## src/rtl/melody_pkg.sv

```systemverilog
// Shared types and ROM entry layout for the melody sequencer.
package melody_pkg;

   typedef enum logic [1:0] {
      IDLE  = 2'd0,
      FETCH = 2'd1,
      LOAD  = 2'd2,
      PLAY  = 2'd3
   } state_e;

   localparam int NOTE_LSB = 0;
   localparam int NOTE_MSB = 3;
   localparam int DUR_LSB  = 4;
   localparam int DUR_MSB  = 6;
   localparam int REST_BIT = 7;

   localparam logic [7:0] END_MARKER = 8'hF0;

   function automatic logic is_end_marker(input logic [7:0] entry);
      return entry == END_MARKER;
   endfunction

endpackage

```

## src/rtl/melody_sequencer_if.sv

```systemverilog
// Control, song-ROM and sound-controller signals of the melody sequencer.
// MELODY_TEMPO_EN adds the tempo_sel input.
interface melody_sequencer_if #(parameter int ADDR_W = 5);

   logic              start;
   logic              stop;
   logic              loop_en;
`ifdef MELODY_TEMPO_EN
   logic [1:0]        tempo_sel;
`endif
   logic [ADDR_W-1:0] rom_addr;
   logic [7:0]        rom_data;
   logic [3:0]        note;
   logic              make_sound;
   logic              busy;
   logic              step_pulse;
   logic              done;

   modport master (
`ifdef MELODY_TEMPO_EN
      output tempo_sel,
`endif
      output start, stop, loop_en, rom_data,
      input  rom_addr, note, make_sound, busy, step_pulse, done
   );

   modport slave (
`ifdef MELODY_TEMPO_EN
      input  tempo_sel,
`endif
      input  start, stop, loop_en, rom_data,
      output rom_addr, note, make_sound, busy, step_pulse, done
   );

endinterface

```

## src/rtl/melody_sequencer_note_timer.sv

```systemverilog
// Per-note cycle counter: counts 0..last after a load pulse, opens the sound
// window for all but the final gap cycles and flags the final cycle.
module note_timer #(
   parameter int CNT_W = 8
) (
   input  logic             clock,
   input  logic             reset,
   input  logic             clear,
   input  logic             load,
   input  logic [CNT_W-1:0] last,
   input  logic [CNT_W-1:0] gap,
   output logic             sound_window,
   output logic             expired
);

   logic             active;
   logic [CNT_W-1:0] cyc_cnt;
   logic [CNT_W-1:0] last_r;
   logic [CNT_W-1:0] gap_r;

   // NOTE: sequential state uses non-blocking assignments so every flop samples pre-edge values.
   always_ff @(posedge clock) begin
      if (reset || clear) begin
         active  <= 1'b0;
         cyc_cnt <= '0;
         last_r  <= '0;
         gap_r   <= '0;
      end else if (load) begin
         active  <= 1'b1;
         cyc_cnt <= '0;
         last_r  <= last;
         gap_r   <= gap;
      end else if (active) begin
         if (cyc_cnt == last_r) active <= 1'b0;
         else                   cyc_cnt <= cyc_cnt + 1'b1;
      end
   end

   assign expired = active && (cyc_cnt == last_r);

   // cyc_cnt < len - gap, rewritten on last = len-1 so nothing can underflow.
   assign sound_window = active && (({1'b0, cyc_cnt} + {1'b0, gap_r}) <= {1'b0, last_r});

endmodule

```

## src/rtl/melody_sequencer.sv

```systemverilog
// Song sequencer: fetches ROM entries, holds each note for its duration and
// drives note/make_sound into the sound controller. MELODY_TEMPO_EN enables tempo_sel.
module melody_sequencer
   import melody_pkg::*;
#(
   parameter int TICK_CYCLES = 6_250_000,
   parameter int GAP_CYCLES  = 1_000_000,
   parameter int SONG_LEN    = 32,
   parameter int ADDR_W      = 5
) (
   input  logic               clock,
   input  logic               reset,
   melody_sequencer_if.slave  bus
);

   localparam int CNT_W = $clog2(8 * TICK_CYCLES);
   localparam int LW    = CNT_W + 1;
   localparam logic [ADDR_W-1:0] LAST_ADDR = ADDR_W'(SONG_LEN - 1);

   state_e            state, state_n;
   logic [ADDR_W-1:0] addr, addr_n;
   logic [3:0]        note_r;
   logic              rest_r;
   logic              done_r, done_n;
   logic              step_r, step_n;
   logic              latch;
   logic              tmr_load, tmr_clear;
   logic              sound_window, expired;

   logic [LW-1:0]     tick_len, n_ticks, note_len;
   logic [CNT_W-1:0]  gap_len, last_cnt;

   // Note length is computed while the entry sits on rom_data during LOAD.
   always_comb begin
`ifdef MELODY_TEMPO_EN
      tick_len = LW'(TICK_CYCLES >> bus.tempo_sel);
      gap_len  = CNT_W'(GAP_CYCLES >> bus.tempo_sel);
`else
      tick_len = LW'(TICK_CYCLES);
      gap_len  = CNT_W'(GAP_CYCLES);
`endif
      n_ticks  = LW'(bus.rom_data[DUR_MSB:DUR_LSB]) + LW'(1);
      note_len = n_ticks * tick_len;
      last_cnt = CNT_W'(note_len - LW'(1));
   end

   note_timer #(.CNT_W(CNT_W)) u_timer (
      .clock        (clock),
      .reset        (reset),
      .clear        (tmr_clear),
      .load         (tmr_load),
      .last         (last_cnt),
      .gap          (gap_len),
      .sound_window (sound_window),
      .expired      (expired)
   );

   // NOTE: every output of this block gets a default first so no latch is inferred.
   always_comb begin
      state_n   = state;
      addr_n    = addr;
      done_n    = 1'b0;
      step_n    = 1'b0;
      latch     = 1'b0;
      tmr_load  = 1'b0;
      tmr_clear = 1'b0;

      if (bus.stop && state != IDLE) begin
         state_n   = IDLE;
         addr_n    = '0;
         done_n    = 1'b1;
         tmr_clear = 1'b1;
      end else begin
         case (state)
            IDLE: if (bus.start) state_n = FETCH;
            FETCH: state_n = LOAD;
            LOAD: begin
               if (is_end_marker(bus.rom_data)) begin
                  addr_n = '0;
                  if (bus.loop_en) state_n = FETCH;
                  else begin
                     state_n = IDLE;
                     done_n  = 1'b1;
                  end
               end else begin
                  state_n  = PLAY;
                  latch    = 1'b1;
                  tmr_load = 1'b1;
                  step_n   = 1'b1;
               end
            end
            PLAY: begin
               if (expired) begin
                  if (addr == LAST_ADDR) begin
                     addr_n = '0;
                     if (bus.loop_en) state_n = FETCH;
                     else begin
                        state_n = IDLE;
                        done_n  = 1'b1;
                     end
                  end else begin
                     addr_n  = addr + 1'b1;
                     state_n = FETCH;
                  end
               end
            end
            default: state_n = IDLE;
         endcase
      end
   end

   always_ff @(posedge clock) begin
      if (reset) begin
         state  <= IDLE;
         addr   <= '0;
         note_r <= '0;
         rest_r <= 1'b0;
         done_r <= 1'b0;
         step_r <= 1'b0;
      end else begin
         state  <= state_n;
         addr   <= addr_n;
         done_r <= done_n;
         step_r <= step_n;
         if (latch) begin
            note_r <= bus.rom_data[NOTE_MSB:NOTE_LSB];
            rest_r <= bus.rom_data[REST_BIT];
         end
      end
   end

   assign bus.rom_addr   = addr;
   assign bus.note       = note_r;
   assign bus.make_sound = (state == PLAY) && !rest_r && sound_window;
   assign bus.busy       = (state != IDLE);
   assign bus.step_pulse = step_r;
   assign bus.done       = done_r;

endmodule

```

## src/flat_wrapper.sv

```systemverilog
// flat-port wrapper written by rule: the top's interface ports become plain ports
module melody_sequencer_flat import melody_pkg::*;
#(
   parameter int TICK_CYCLES = 6_250_000,
   parameter int GAP_CYCLES  = 1_000_000,
   parameter int SONG_LEN    = 32,
   parameter int ADDR_W      = 5
)
  (clock, reset, bus_start, bus_stop, bus_loop_en, bus_rom_data, bus_rom_addr, bus_note, bus_make_sound, bus_busy, bus_step_pulse, bus_done);
  melody_sequencer_if #(.ADDR_W(ADDR_W)) bus_i ();
  input  logic clock;
  input  logic reset;
  input wire logic [$bits(bus_i.start)-1:0] bus_start;
  input wire logic [$bits(bus_i.stop)-1:0] bus_stop;
  input wire logic [$bits(bus_i.loop_en)-1:0] bus_loop_en;
  input wire logic [$bits(bus_i.rom_data)-1:0] bus_rom_data;
  output wire logic [$bits(bus_i.rom_addr)-1:0] bus_rom_addr;
  output wire logic [$bits(bus_i.note)-1:0] bus_note;
  output wire logic [$bits(bus_i.make_sound)-1:0] bus_make_sound;
  output wire logic [$bits(bus_i.busy)-1:0] bus_busy;
  output wire logic [$bits(bus_i.step_pulse)-1:0] bus_step_pulse;
  output wire logic [$bits(bus_i.done)-1:0] bus_done;
  assign bus_i.start = bus_start;
  assign bus_i.stop = bus_stop;
  assign bus_i.loop_en = bus_loop_en;
  assign bus_i.rom_data = bus_rom_data;
  assign bus_rom_addr = bus_i.rom_addr;
  assign bus_note = bus_i.note;
  assign bus_make_sound = bus_i.make_sound;
  assign bus_busy = bus_i.busy;
  assign bus_step_pulse = bus_i.step_pulse;
  assign bus_done = bus_i.done;
  melody_sequencer #(.TICK_CYCLES(TICK_CYCLES), .GAP_CYCLES(GAP_CYCLES), .SONG_LEN(SONG_LEN), .ADDR_W(ADDR_W)) u_core (.clock(clock), .reset(reset), .bus(bus_i));
endmodule
```

## config.mk

```make
export PLATFORM = sky130hd
export DESIGN_NAME = melody_sequencer_flat
export DESIGN_NICKNAME = d
export VERILOG_FILES = /design/src/rtl/melody_pkg.sv /design/src/rtl/melody_sequencer_if.sv /design/src/rtl/melody_sequencer_note_timer.sv /design/src/rtl/melody_sequencer.sv /design/src/flat_wrapper.sv
export SDC_FILE = /design/constraint.sdc
export NUM_CORES = 1
export LEC_CHECK = 0
export CAP_MARGIN = 20
export CORE_MARGIN = 5
export CORE_UTILIZATION = 62
export DETAILED_ROUTE_END_ITERATION = 8
export GPL_ROUTABILITY_DRIVEN = 0
export PLACE_DENSITY = 0.84
export SLEW_MARGIN = 20
export SYNTH_ARGS = -nofsm -noshare
export SYNTH_HDL_FRONTEND = slang
export SYNTH_SLANG_ARGS = --single-unit
```

## constraint.sdc

```tcl
create_clock -name clock -period 6.17 [get_ports clock]
set_input_delay 0.617 -clock clock [delete_from_list [all_inputs] [get_ports clock]]
set_output_delay 0.617 -clock clock [all_outputs]
set_load 0.01 [all_outputs]
```

==> results.txt, run 1 <==
- The run finished with clean final reports.
- The synthesized netlist contains 67 unique library cells.
- Type of the most critical hold path: reg -> reg
* Peak per-stage delay on the critical path: 590 ps
* MaxCap Viol Count: 0
* Global route overflow: 0
* Combined area of all synthesized cells: 5448 um^2
- The later pin in the worst-skew pair is clocked with a latency of 340 ps.
- Measured against its own limit, the worst slew margin works out to 37.69%.
- The total area inside the core boundary comes to 8636 um^2.
* Total global-route track usage: 23.98%
* Arrival @ worst endpoint: 4950 ps
- Number of pins exceeding their max-slew limit in the final report: 0
- In the synthesized netlist the dominant register cell turns out to be sky130_fd_sc_hd__dfxtp_1.
* Violation count after the first detailed-routing iteration: 292
* Initial antenna violation count: 0
- Number of global-route vias before repair: 4772
- The worst setup path is captured at a primary output.
- Number of storage elements in the synthesis netlist: 63
* Routed vias/inst: 6.035
* Start of the worst register-to-register path: u_core.u_timer.last_r[3]$_SDFFE_PP0P_
- Number of warnings printed during yosys synthesis: 0
- In this run the vertical extent of the chip is 103.7 um.
- Before antenna repair, the detailed router went through 5 iterations.
- Post-synthesis cell type with the largest combined area: sky130_fd_sc_hd__dfxtp_1
* Post_cts resized: 0
- Total count of hold-check failures in the final report: 0
- After layout, the worst path uses 90.24% of the clock period.
* Depth of the worst register-to-register path: 10
- For flop-to-flop paths, the worst setup slack is 3130 ps.
- Counting every instance in the synthesized netlist gives 674.
- Maximum vdd ir drop: 0.2353 mV
* Average cell area after synthesis: 8.083 um^2
* Critical path fanouts, max: 9
- Min-delay src: u_core.bus.note[3]$_SDFFE_PP0P_
- RSZ-0062 raised after global routing: false
- Pin count of the biggest net entering global routing: 21
- Power spread over the standard cell area amounts to 239.5 nW/um^2.
- Category of the critical setup timing path: reg -> out
* Post-synthesis async set-or-reset flop share: 0%
- The first global-routing pass estimated 22.16 mm of wire.
- At the pin with the least slew margin, the transition time is 931.2 ps.
- The repair_antennas step left the layout with diodes totalling 0.
- For this run, the top clock speed supported by timing is 179.6 MHz.
- Number of setup violations in the final report: 0
- Number of rows created at floorplan: 34
- Once the floorplan was initialized, standard cells occupied 63.08% of the core.
* DRC viols: 0
* Root Driver: sky130_fd_sc_hd__clkbuf_8
- Die width: 103.7 um
- Min-Delay Endpoint: u_core.bus.note[3]$_SDFFE_PP0P_
- In the final routed layout, each cell accounts on average for 16.02 um.
- Share of synthesized area occupied by flip-flops and latches: 23.15%
* Half-perimeter wire length after detailed placement: 10.15 mm
- The H-tree generated during clock tree synthesis spans 3 levels.
- The worst register-to-register path ends at u_core.u_timer.cyc_cnt[21]$_SDFFE_PP0P_.
- Clock-pin slew was measured on the worst setup and hold paths at 80 ps.
- Summing over every cut layer, the via total after detailed routing is 4792.
* Post-route minimum period: 5568 ps
- Area added between synthesis and finish: 8.475%
* Sink Count: 63
* Fraction of final layout cells sized beyond drive strength 1: 5.685%
- Number of hold buffers added after cts: 0
- Yosys top cell area share: 23.15%
- # port buffers: 25
- Across the routed clock network, the largest skew measured is 13.31 ps.
* Min-Delay Path Depth: 2
* Cell chain of the critical path: ha_1 -> ha_1 -> a31oi_1 -> nor2b_1 -> a31o_2 -> a31o_2 -> a2111o_1 -> nand2_1 -> xnor2_1 -> ha_1 -> a21o_1 -> a21o_1 -> a21oi_1 -> o2111ai_1 -> a21oi_1 -> a21oi_1 -> nor4_1 -> clkdlybuf4s50_1
- Among all cell types in the netlist, the one instantiated most often is sky130_fd_sc_hd__nor2_1.
- The floorplan step defined a die boundary enclosing 10760 um^2.
* Bufs on Longest Clock Path: 2
- By count the netlist is led by sky130_fd_sc_hd__nor2_1, sky130_fd_sc_hd__dfxtp_1, sky130_fd_sc_hd__nand2_1, sky130_fd_sc_hd__xnor2_1, sky130_fd_sc_hd__ha_1.
- The analysis attributes to cell leakage a power of 2.356 nW.
* Dominant cells by area after synthesis: sky130_fd_sc_hd__dfxtp_1, sky130_fd_sc_hd__ha_1, sky130_fd_sc_hd__xnor2_1
* Data required time of the critical path: 5550 ps
* Dpl cells: 778
- For the final routed database, the setup TNS stands at 0 ps.
* Antenna-violating nets left: 0
- Startpoint type of the worst setup path: flip-flop
- Clock tree from TritonCTS: yes
- The number of nets handed over by synthesis was 755.
- For this run, the number of standard cells in the final layout without fillers is 794.
* Num ports: 26
* Crit path max-delay cell type: sky130_fd_sc_hd__clkdlybuf4s50_1
* Wirelength, routed: 12.72 mm
- CTS Buf Count: 9
* Final net count: 762
* Number of flops mapped to enable cells by yosys: 0
- After clock tree synthesis, the setup repair step added 0 buffers.
## cells by family (layout without fill, tap and decap cells)
family	count (synthesis)	in the layout	synth area share (%)
DFF	63	63	23.15
and+or+nand+nor	231	231	21.18
AOI/OAI and AO/OA	138	138	18.19
xor gates and xnor gates	88	88	14.15
buffers and inverters	84	96	6.224
adders and majority gates	68	68	16.72
muxes	2	2	0.3904
## sequential cells by signal, indices dropped and copies added, names as in the netlist, 2 cells and up
register	flops
u_core.u_timer.cyc_cnt	26
u_core.state	2
u_core.bus.rom_addr	5
u_core.bus.note	4
u_core.u_timer.last_r	22
## report_power, final
part           internal, W  switching, W  leakage (nW)
registers         0.000417     0.0000114         0.509
logic             0.000254      0.000376          1.75
clock network     0.000187      0.000169        0.0992
## routing by layer
metal / global-route usage (%) / share of wire (%) / vias up
met5: 0 / 0 / -
met4: 7.678 / 2.2 / 0
met3: 4.167 / 5.3 / 32
met2: 41.26 / 49 / 150
met1: 30.37 / 43 / 2257
li1: - / - / 2353
## area by class of cell
cell class | instances | area (um^2)
fill | 701 | 2726
clock inverter | 7 | 73.82
sequential | 63 | 1261
timing repair buffer | 28 | 272.8
inverter | 52 | 195.2
multi-input combinational | 527 | 3847
tap | 108 | 135.1
clock buffer | 9 | 123.9
## worst max-delay path: cells and delay by family (launching register included)
kind,cells,cell delay [ps]
buffers and inverters,1,590
AOI/OAI and AO/OA,10,2250
and+or+nand+nor,3,420
DFF,1,440
xor gates and xnor gates,1,120
adders and majority gates,3,760
## cell usage in the layout (no fill, tap or decap), drive strengths merged, types with 4 or more instances in the layout
cell	instances
nand3	20
and3	8
nor2b	10
xor2	27
inv	52
nor4	4
a31oi	5
a22o	6
clkbuf	9
xnor2	61
a311oi	4
nor2	64
ha	60
dfxtp	63
a211oi	10
o211ai	5
fa	8
nand2	61
a21o	13
nand3b	4
or3	9
a21oi	40
clkdlybuf4s50	25
nand2b	10
clkinv	5
nand4	19
nor3	9
o21ai	28
## how the worst max path moves through the flow
stage,slack (ps),cells after the start,startpoint,to
6_report,600,18,u_core.u_timer.last_r[3]$_SDFFE_PP0P_,bus_make_sound
5_1_grt,300,18,u_core.u_timer.last_r[3]$_SDFFE_PP0P_,bus_make_sound
4_1_cts,620,18,u_core.u_timer.last_r[3]$_SDFFE_PP0P_,bus_make_sound
3_5_place_dp,510,15,bus_rom_data[4],u_core.u_timer.last_r[23]$_SDFFE_PP0P_
3_3_place_gp,710,14,bus_rom_data[4],u_core.u_timer.last_r[23]$_SDFFE_PP0P_
2_1_floorplan,1180,17,bus_rom_data[4],u_core.u_timer.last_r[23]$_SDFFE_PP0P_
## stage by stage
| step | setup slack, ps | power (W) | area (um^2) | hold slack (ps) | util, % |
|---|---|---|---|---|---|
| CTS | 623.4 | 0.001409 | 5909 | 458.5 | 68.43 |
| floorplan | 1182 | 0.0009302 | 5448 | 436.5 | - |
| finish | 602.4 | 0.001415 | 5909 | 453.3 | 68.43 |
| global route | 297.7 | 0.001506 | 5909 | 477.9 | 68.43 |
| global placement | 705.0 | 0.001033 | 5712 | 443.6 | 66.14 |
| detailed placement | 510.5 | 0.001056 | 5712 | 447.9 | 66.14 |
(Power assumes the default switching activity.)
==> run 2, diff against run 1 <==
--- a/config.mk
+++ b/config.mk
@@ -6,6 +6,7 @@
 export NUM_CORES = 1
 export LEC_CHECK = 0
 export CAP_MARGIN = 20
+export CORE_ASPECT_RATIO = 1.75
 export CORE_MARGIN = 5
 export CORE_UTILIZATION = 62
 export DETAILED_ROUTE_END_ITERATION = 8
==> results.txt, run 2 (same netlist as run 1, synthesis figures left out) <==
* Outcome: finished clean
- The worst path in the final design needs a cycle of 5773 ps, including I/O delays and setup.
- For this block, the routed nets add up to 13.66 mm of wire.
- Antenna Diode Count: 0
- Entering global routing, the biggest net connects 19 pins.
- After global routing, the most crowded layer is met2.
* Maximum operating frequency: 173.2 MHz
- The initialized floorplan defines 45 standard-cell rows.
- Number of pins exceeding their max-slew limit in the final report: 0
- For the final routed database, the setup TNS stands at 0 ps.
- Largest register FFs: 26
- Setup repair after global routing left no endpoint under its margin.
- The internal portion of the total power is 0.0009439 W.
* Category of the critical setup timing path: reg -> out
- In the routed layout, each cell is associated on average with a via count of 6.056.
- M1 GR Usage: 26.27%
- The number of gates resized after CTS was 0.
- Number of hold buffers added after cts: 0
- The initial utilization of the core area, before any placement, comes to 63.24%.
- In the final design database the tool counted 763 nets.
- TritonCTS created 9 clock buffers.
* Leading cell types in the layout, fill and taps excluded: sky130_fd_sc_hd__nor2_1, sky130_fd_sc_hd__dfxtp_1, sky130_fd_sc_hd__nand2_1, sky130_fd_sc_hd__xnor2_1, sky130_fd_sc_hd__ha_1
- First-pass GRT wire length: 22.55 mm
- For the pin with the worst max-slew slack, the measured transition is 1098 ps.
- # port buffers: 25
- Mean routed wirelength per cell: 16.99 um
* Arrival @ worst endpoint: 5160 ps
- Dividing total power by cell area gives a power density of 256.2 nW/um^2.
- Relative to the synthesized area, the layout overhead comes to 10.22%.
- Setup violations remaining at the end of the flow were counted as 0.
- At the end of the flow the core is filled with cells to 69.70%.
* Switching portion of total power: 38.64%
- The region available for standard cell placement spans 8615 um^2.
- The tree built by TritonCTS fans out to 63 sinks.
* Initial antenna violation count: 0
- Bufs on Longest Clock Path: 2
- Chip Height: 134 um
- Fill cell instance count of the final layout: 687
* Clock transition time at the flip-flop clock pins of the worst setup and hold paths: 60 ps
- The library cell used most frequently in the layout, excluding fill and tap cells, is sky130_fd_sc_hd__nor2_1.
- For this design the static power due to leakage is 2.386 nW.
- Number of global-route vias before repair: 4881
- Global routing used 48.58% of the available met2 tracks.
* Post-CTS repair timing setup buffer count: 0
- Violation count after the first detailed-routing iteration: 225
- For the final database, setup skew stands at 9.275 ps.
- Total vias in the final route: 4869
* Fraction of final layout cells sized beyond drive strength 1: 5.822%
- The first detailed-routing pass ran for 5 iterations.
* Root Driver: sky130_fd_sc_hd__clkbuf_16
- Critical path fanouts, max: 9
* Count of H-tree levels built during CTS: 3
* Power share of the clock group: 30.3%
* Die area: 10840 um^2
- Period utilization: 93.57%
- Startpoint type of the worst setup path: flip-flop
- Type of the most critical hold path: reg -> reg
- Worst setup EP type: primary output
- More flip-flops sit in one register than any other, and that register is u_core.u_timer.cyc_cnt.
- In this run the power spent charging and discharging nets is 0.0005945 W.
* Die width: 80.86 um
* Slew Limit Headroom: 26.52%
* Data required time of the critical path: 5550 ps
* Reg power frac: 27.9%
* Clock tree from TritonCTS: yes
- The detail route stage leaves a number of antenna-violating nets equal to 0.
* Combinational group share of total power: 41.8%
- The count of final hold-check violations was 0.
* GRT met3 Usage: 4.368%
* Half-perimeter wire length after detailed placement: 10.79 mm
- Num ports: 26
- For this run the aggregate overflow at the end of global routing stands at 0.
- For the worst-skew pair, the clock arrives at the later sink with an insertion delay of 340 ps.
- MaxCap Viol Count: 0
- Total global-route track usage: 26.33%
- Maximum vdd ir drop: 0.3139 mV
* DRC viols: 0
[run 2: changes by cell type in the layout (fill, tap and decap cells not counted)]
| cell | before | now |
|---|---|---|
| sky130_fd_sc_hd__clkbuf_8 | 9 | 0 |
| sky130_fd_sc_hd__inv_6 | 0 | 1 |
| sky130_fd_sc_hd__bufinv_16 | 1 | 0 |
| sky130_fd_sc_hd__clkinv_4 | 3 | 0 |
| sky130_fd_sc_hd__buf_4 | 3 | 4 |
| sky130_fd_sc_hd__clkinvlp_4 | 1 | 4 |
| sky130_fd_sc_hd__clkbuf_16 | 0 | 9 |
[run 2: layout make-up]
| class | instances | area, um^2 | area share, % |
|---|---|---|---|
| multi-input cells | 527 | 3847 | 64.08 |
| flip-flops and latches | 63 | 1261 | 21.00 |
| clock buffers | 9 | 225.2 | 3.751 |
| well taps | 117 | 146.4 | 2.438 |
| clock inverters | 7 | 48.80 | 0.8127 |
| repair buffers | 29 | 280.3 | 4.668 |
| inverters | 52 | 195.2 | 3.251 |
[run 2: power groups by stage]
| stage | Clock [W] | Sequential, W | Combinational (W) |
|---|---|---|---|
| after global placement | 0 | 0.000437 | 0.000604 |
| after global routing | 0.000491 | 0.000431 | 0.000697 |
| after floorplan | 0 | 0.000434 | 0.000496 |
| after CTS | 0.000469 | 0.000429 | 0.000632 |
| final | 0.000466 | 0.000429 | 0.000643 |
| after detailed placement | 0 | 0.000437 | 0.000628 |
[run 2: path summary, 6_finish.rpt]
path | startpoint | endpoint | depth (start not counted) | slack, ps
worst max register to register | u_core.u_timer.last_r[3]$_SDFFE_PP0P_ | u_core.u_timer.cyc_cnt[25]$_SDFFE_PP0P_ | 10 | 3080
worst max-delay path | u_core.u_timer.last_r[3]$_SDFFE_PP0P_ | bus_make_sound | 17 | 400
worst min register to register | u_core.bus.note[0]$_SDFFE_PP0P_ | u_core.bus.note[0]$_SDFFE_PP0P_ | 2 | 460
worst min-delay path | u_core.bus.note[0]$_SDFFE_PP0P_ | u_core.bus.note[0]$_SDFFE_PP0P_ | 2 | 460
[run 2: metal layers]
metal,routed length [um],up-vias
li1,-,2359
met1,5018,2304
met2,7432,143
met3,410,63
met4,801,0
met5,0,-
[run 2: worst max-delay path, stage by stage (launching register included)]
cell                              delay (ps)
sky130_fd_sc_hd__dfxtp_1                 580
sky130_fd_sc_hd__ha_1                    350
sky130_fd_sc_hd__a31oi_1                 270
sky130_fd_sc_hd__nor2b_1                 120
sky130_fd_sc_hd__a31o_2                  290
sky130_fd_sc_hd__a31o_2                  250
sky130_fd_sc_hd__a2111o_1                420
sky130_fd_sc_hd__nand4_1                 190
sky130_fd_sc_hd__nor2_1                   70
sky130_fd_sc_hd__xor2_1                  150
sky130_fd_sc_hd__ha_1                    310
sky130_fd_sc_hd__a21o_1                  180
sky130_fd_sc_hd__a21oi_1                 300
sky130_fd_sc_hd__o2111ai_1               190
sky130_fd_sc_hd__a21oi_1                 140
sky130_fd_sc_hd__a21oi_1                  80
sky130_fd_sc_hd__nor4_1                  320
sky130_fd_sc_hd__clkdlybuf4s50_1         620
[run 2: stage by stage]
stage / cell area, um^2 / std cells / total power, W / setup slack, ps / hold WS (ps)
detailed placement: 5731 / 788 / 0.001065 / 423.9 / 452.5
floorplan: 5448 / 674 / 0.0009302 / 1182 / 436.5
CTS: 6005 / 804 / 0.001529 / 416.7 / 458.7
finish: 6005 / 804 / 0.001538 / 396.6 / 460.9
global placement: 5731 / 788 / 0.001041 / 662.5 / 443.6
global route: 6005 / 804 / 0.001619 / 106.9 / 488.2
